--- config.mk ---
export PLATFORM = sky130hd
export DESIGN_NAME = vrased_reset_ctl
export DESIGN_NICKNAME = d
export VERILOG_FILES = /design/src/rtl/vrased_reset_ctl.sv
export SDC_FILE = /design/constraint.sdc
export NUM_CORES = 1
export LEC_CHECK = 0
export CORE_MARGIN = 2
export CORE_UTILIZATION = 44
export DETAILED_ROUTE_END_ITERATION = 12
export PLACE_DENSITY = 0.84
export SLEW_MARGIN = 20
export SYNTH_ARGS = -nofsm -noshare
export SYNTH_HDL_FRONTEND = slang
export SYNTH_SLANG_ARGS = --single-unit
--- constraint.sdc ---
create_clock -name clk -period 1.7 [get_ports clk]
set_clock_uncertainty 0.1 [all_clocks]
set_input_delay 0.255 -clock clk [delete_from_list [all_inputs] [get_ports clk]]
set_output_delay 0.255 -clock clk [all_outputs]
set_load 0.02 [all_outputs]
--- src/rtl/vrased_reset_ctl.sv ---
// vrased_reset_ctl: merges monitor reset requests into one stretched core reset, with a sticky cause register
// and a reset-event counter. The counter exists only when VRASED_VIOL_CNT_EN is defined; otherwise viol_cnt reads 0.
// After each reset pulse the core gets a RECOVER window, so that a request still held from the previous event does
// not start a new reset at once.
module vrased_reset_ctl #(
    parameter int N_SRC           = 4,
    parameter int HOLD_CYCLES     = 4,
    parameter int RECOVER_TIMEOUT = 64,
    parameter int CNT_W           = 8
) (
    input  logic             clk,
    input  logic             rst,
    input  logic [N_SRC-1:0] viol,
    input  logic             clr_cause,
    output logic             sys_reset,
    output logic [N_SRC-1:0] cause,
    output logic [CNT_W-1:0] viol_cnt,
    output logic             busy
);
    localparam int HW = HOLD_CYCLES > 1 ? $clog2(HOLD_CYCLES) : 1;
    localparam int TW = RECOVER_TIMEOUT > 1 ? $clog2(RECOVER_TIMEOUT) : 1;

    typedef enum logic [1:0] {ASSERT, RECOVER, RUN} state_t;

    state_t           state_q;
    logic [HW-1:0]    hold_q;
    logic [TW-1:0]    tmo_q;
    logic             sys_reset_q, busy_q;
    logic [N_SRC-1:0] cause_q, cause_d;
    logic             capture;

    // A capture is any entry into ASSERT other than through rst; a clear and a capture in one cycle keep the new bits
    always_comb begin
        capture = (state_q == RUN) ? |viol
                : (state_q == RECOVER) && |viol && tmo_q == TW'(RECOVER_TIMEOUT - 1);
        cause_d = (clr_cause ? '0 : cause_q) | (capture ? viol : '0);
    end

    // Main sequencer: hold the reset for a fixed time, then allow the sources a bounded time to drop
    always_ff @(posedge clk) begin
        if (rst) begin
            state_q     <= ASSERT;
            hold_q      <= '0;
            tmo_q       <= '0;
            sys_reset_q <= 1'b1;
            busy_q      <= 1'b1;
        end else begin
            case (state_q)
                ASSERT: begin
                    if (hold_q == HW'(HOLD_CYCLES - 1)) begin
                        state_q     <= RECOVER;
                        tmo_q       <= '0;
                        sys_reset_q <= 1'b0;
                    end else begin
                        hold_q <= hold_q + 1'b1;
                    end
                end
                RECOVER: begin
                    if (viol == '0) begin
                        state_q <= RUN;
                        busy_q  <= 1'b0;
                    end else if (capture) begin
                        state_q     <= ASSERT;
                        hold_q      <= '0;
                        sys_reset_q <= 1'b1;
                    end else begin
                        tmo_q <= tmo_q + 1'b1;
                    end
                end
                RUN: begin
                    if (capture) begin
                        state_q     <= ASSERT;
                        hold_q      <= '0;
                        sys_reset_q <= 1'b1;
                        busy_q      <= 1'b1;
                    end
                end
                default: begin
                    state_q     <= ASSERT;
                    hold_q      <= '0;
                    sys_reset_q <= 1'b1;
                    busy_q      <= 1'b1;
                end
            endcase
        end
    end

    // Sticky record of which sources caused resets; only rst or clr_cause clears it
    always_ff @(posedge clk) begin
        if (rst) cause_q <= '0;
        else cause_q <= cause_d;
    end

`ifdef VRASED_VIOL_CNT_EN
    logic [CNT_W-1:0] cnt_q, cnt_d;

    // The event count saturates at all-ones and does not wrap
    always_comb cnt_d = (capture && !(&cnt_q)) ? cnt_q + 1'b1 : cnt_q;

    // The event counter is cleared only by rst
    always_ff @(posedge clk) begin
        if (rst) cnt_q <= '0;
        else cnt_q <= cnt_d;
    end

    assign viol_cnt = cnt_q;
`else
    assign viol_cnt = '0;
`endif

    assign sys_reset = sys_reset_q;
    assign busy      = busy_q;
    assign cause     = cause_q;
endmodule

==> flow_summary.json <==
{
  "cts_sinks": 16,
  "p_int_mw": 0.741,
  "endpoint_kind": "register",
  "fp.dieW_um": 50.4,
  "ys_seq_area_share_pct": 33.9,
  "cts_buffers": 3,
  "antenna_found_initial": 0,
  "yosysTopAreaCell": "dfxtp_1",
  "synth_top_flop_cell": "dfxtp_1",
  "ff_latch_area_um2": 328,
  "start_kind": "register",
  "cp_max_fo": 3,
  "status": "finished clean",
  "n_fill_cell": 148,
  "clk_pin_slew_worst_paths_ns": 0.10,
  "cts_tree": "done",
  "n_antenna_cell": 0,
  "max_clock_freq_mhz": 589,
  "finalCriticalPeriod_ns": 1.70,
  "h-tree-depth": 1,
  "setup_violations": 0,
  "synthTopCellsByArea": "dfxtp_1 (34%), ha_1 (7.9%), mux2i_1 (6.3%), buf_4 (6.3%), a21oi_1 (5.3%)",
  "p_per_area_nw_per_um2": 778,
  "drv_slew": 0,
  "cts_root_buf": "clkbuf_4",
  "synth_fa_ha_area_share_pct": 7.94,
  "drc": 0,
  "synthMuxAreaShare_pct": 6.35,
  "synth_compound_area_share_pct": 18.5,
  "avgSynthCellArea_um2": 8.45,
  "wl_per_cell_um": 14.3,
  "ir_drop_uv": 759,
  "rsz0062_at_grt": "yes",
  "synth_commonest_cells": "dfxtp_1 (16), nand2_1 (11), a21oi_1 (10)",
  "nets": 160,
  "vias": 928,
  "yosysMostFrequentCell": "dfxtp_1",
  "clkPwrFrac_pct": 22.8,
  "cp.required_ns": 1.81,
  "grt_max_degree": 12,
  "detail_route.first_pass.iterations": 4,
  "coreArea_um2": 2000,
  "cts_max_path_buffers": 2,
  "hpwl_um": 1680,
  "ios": 21,
  "worstPathArrival_ns": 1.80,
  "drive_gt1_share_pct": 34.2,
  "synth_seq_cells": 16,
  "min_period_over_period_pct": 99.8,
  "grt_pass1_vias": 953,
  "die-area_um2": 2540,
  "p_comb_share_pct": 37.8,
  "synth_top_family_by_area": "simple AND/OR/NAND/NOR gates",
  "finalPower_mw": 1.10,
  "async_flop_share_pct": 0,
  "synth.distinct_cells": 33,
  "yosysWarningCount": 0,
  "worstSetupPathType": "register to register",
  "p_leak_nw": 0.532,
  "postRouteAntennaNets": 0,
  "synth.top_cell.area_share_pct": 33.9,
  "gr-total-overflow": 0,
  "dpl_worst_slack_ns": -0.363,
  "layout_setup_ws_ns": 0.00322,
  "switching_share_pct": 32.7,
  "hold_violations": 0,
  "holdCritPathClass": "input pin to register",
  "postSynthCellCount": 112,
  "synth_edf_count": 0,
  "multi_input_area_um2": 723,
  "row_count": 16,
  "synthSimpleGateAreaFrac_pct": 23.7,
  "clock_latency_ns": 0.29,
  "postCtsSetupRepairBufs": 0,
  "seqPwrFrac_pct": 39.4,
  "port_buffers": 12,
  "gp_congestion": 0.906,
  "die_h_um": 50.4,
  "drtIter0Drc": 9,
  "place_area_um2": 1230,
  "p_sw_mw": 0.361,
  "synth_xor_area_share_pct": 0,
  "syn_to_final_growth_pct": 49.9,
  "grt_pass1_wl_um": 3920,
  "track_usage_pct": 19.7,
  "wirelength_um": 2470,
  "fin_area_um2": 1420,
  "routed_via_density": 5.36,
  "synth_area_um2": 946,
  "cap_violations": 0,
  "start_util_pct": 47.2
}
flip-flops by register name, indices dropped and copies added (netlist names):
register	cells
tmo_q	6
cause	4
hold_q	2
state_q	2
busy	1
sys_reset	1
area by class of cell:
cell class | instances | area share, %
Sequential cell | 16 | 23.1
Multi-Input combinational cell | 88 | 51.0
Clock buffer | 4 | 2.56
Tap cell | 27 | 2.38
Timing Repair Buffer | 33 | 19.6
Inverter | 5 | 1.32
layer usage:
metal	global-route usage, %	share of wire [%]	routed length, um	up-vias
li1	-	-	-	458
met1	22.7	41	1020	452
met2	37.9	55	1370	16
met5	0	0	0	-
met4	1.35	0.32	8	0
met3	4.76	3.1	77	2
cells in the final DEF, fill, tap and decap left out, types with 3 or more instances in the layout:
cell type,count
a21oi_1,9
buf_4,21
clkbuf_4,3
clkdlybuf4s50_1,9
conb_1,8
dfxtp_1,12
dfxtp_2,3
ha_4,4
inv_1,3
mux2i_1,5
nand2_1,11
nand3_1,3
nor2_1,7
nor2b_1,4
or3_1,4
kinds of logic (layout without fill, tap and decap cells):
kind of cell / Yosys count / in the layout
adders and majority gates: 6 / 6
other: 1 / 8
buffers and inverters: 15 / 42
and+or+nand+nor: 43 / 43
AOI/OAI and AO/OA: 25 / 25
muxes: 6 / 6
DFF: 16 / 16
power by group through the flow:
stage / combinational [mW] / sequential [mW] / clock (mW)
floorplan: 0.214 / 0.439 / 0
global placement: 0.322 / 0.432 / 0
detailed placement: 0.339 / 0.435 / 0
CTS: 0.372 / 0.427 / 0.253
global route: 0.451 / 0.438 / 0.274
finish: 0.417 / 0.434 / 0.252
worst paths after layout:
check,from,end,slack (ns),cells after the start
hold reg to reg,tmo_q[5],tmo_q[5],0.38,2
hold / removal,viol[0],cause[0],0.25,3
setup reg to reg,state_q[0],state_q[0],0.003,6
setup / recovery,state_q[0],state_q[0],0.003,6
stage by stage:
stage / setup TNS, ns / hold slack (ns) / utilization [%] / std cells
6_report: 0 / 0.250 / 70.8 / 173
5_1_grt: -0.206 / 0.284 / 70.8 / 173
4_1_cts: -0.0246 / 0.357 / 65.5 / 174
3_5_place_dp: -3.37 / 0.368 / 61.6 / 170
3_3_place_gp: -3.04 / 0.359 / 61.6 / 170
2_1_floorplan: 0 / 0.272 / - / 119
worst max-delay path: stages, from the launching register on:
cell	delay (ns)
dfxtp_4	0.37
inv_1	0.11
ha_4	0.20
inv_2	0.09
o21ai_1	0.11
or4_1	0.50
a21oi_2	0.14
repair_timing:
item	4_1_cts	5_1_grt
endpoints found under the setup margin	7	16
pin swaps	4	3
gates resized for setup	13	24
hold buffers	0	0
endpoints found under the hold margin	0	0
(Power assumes the default switching activity.)
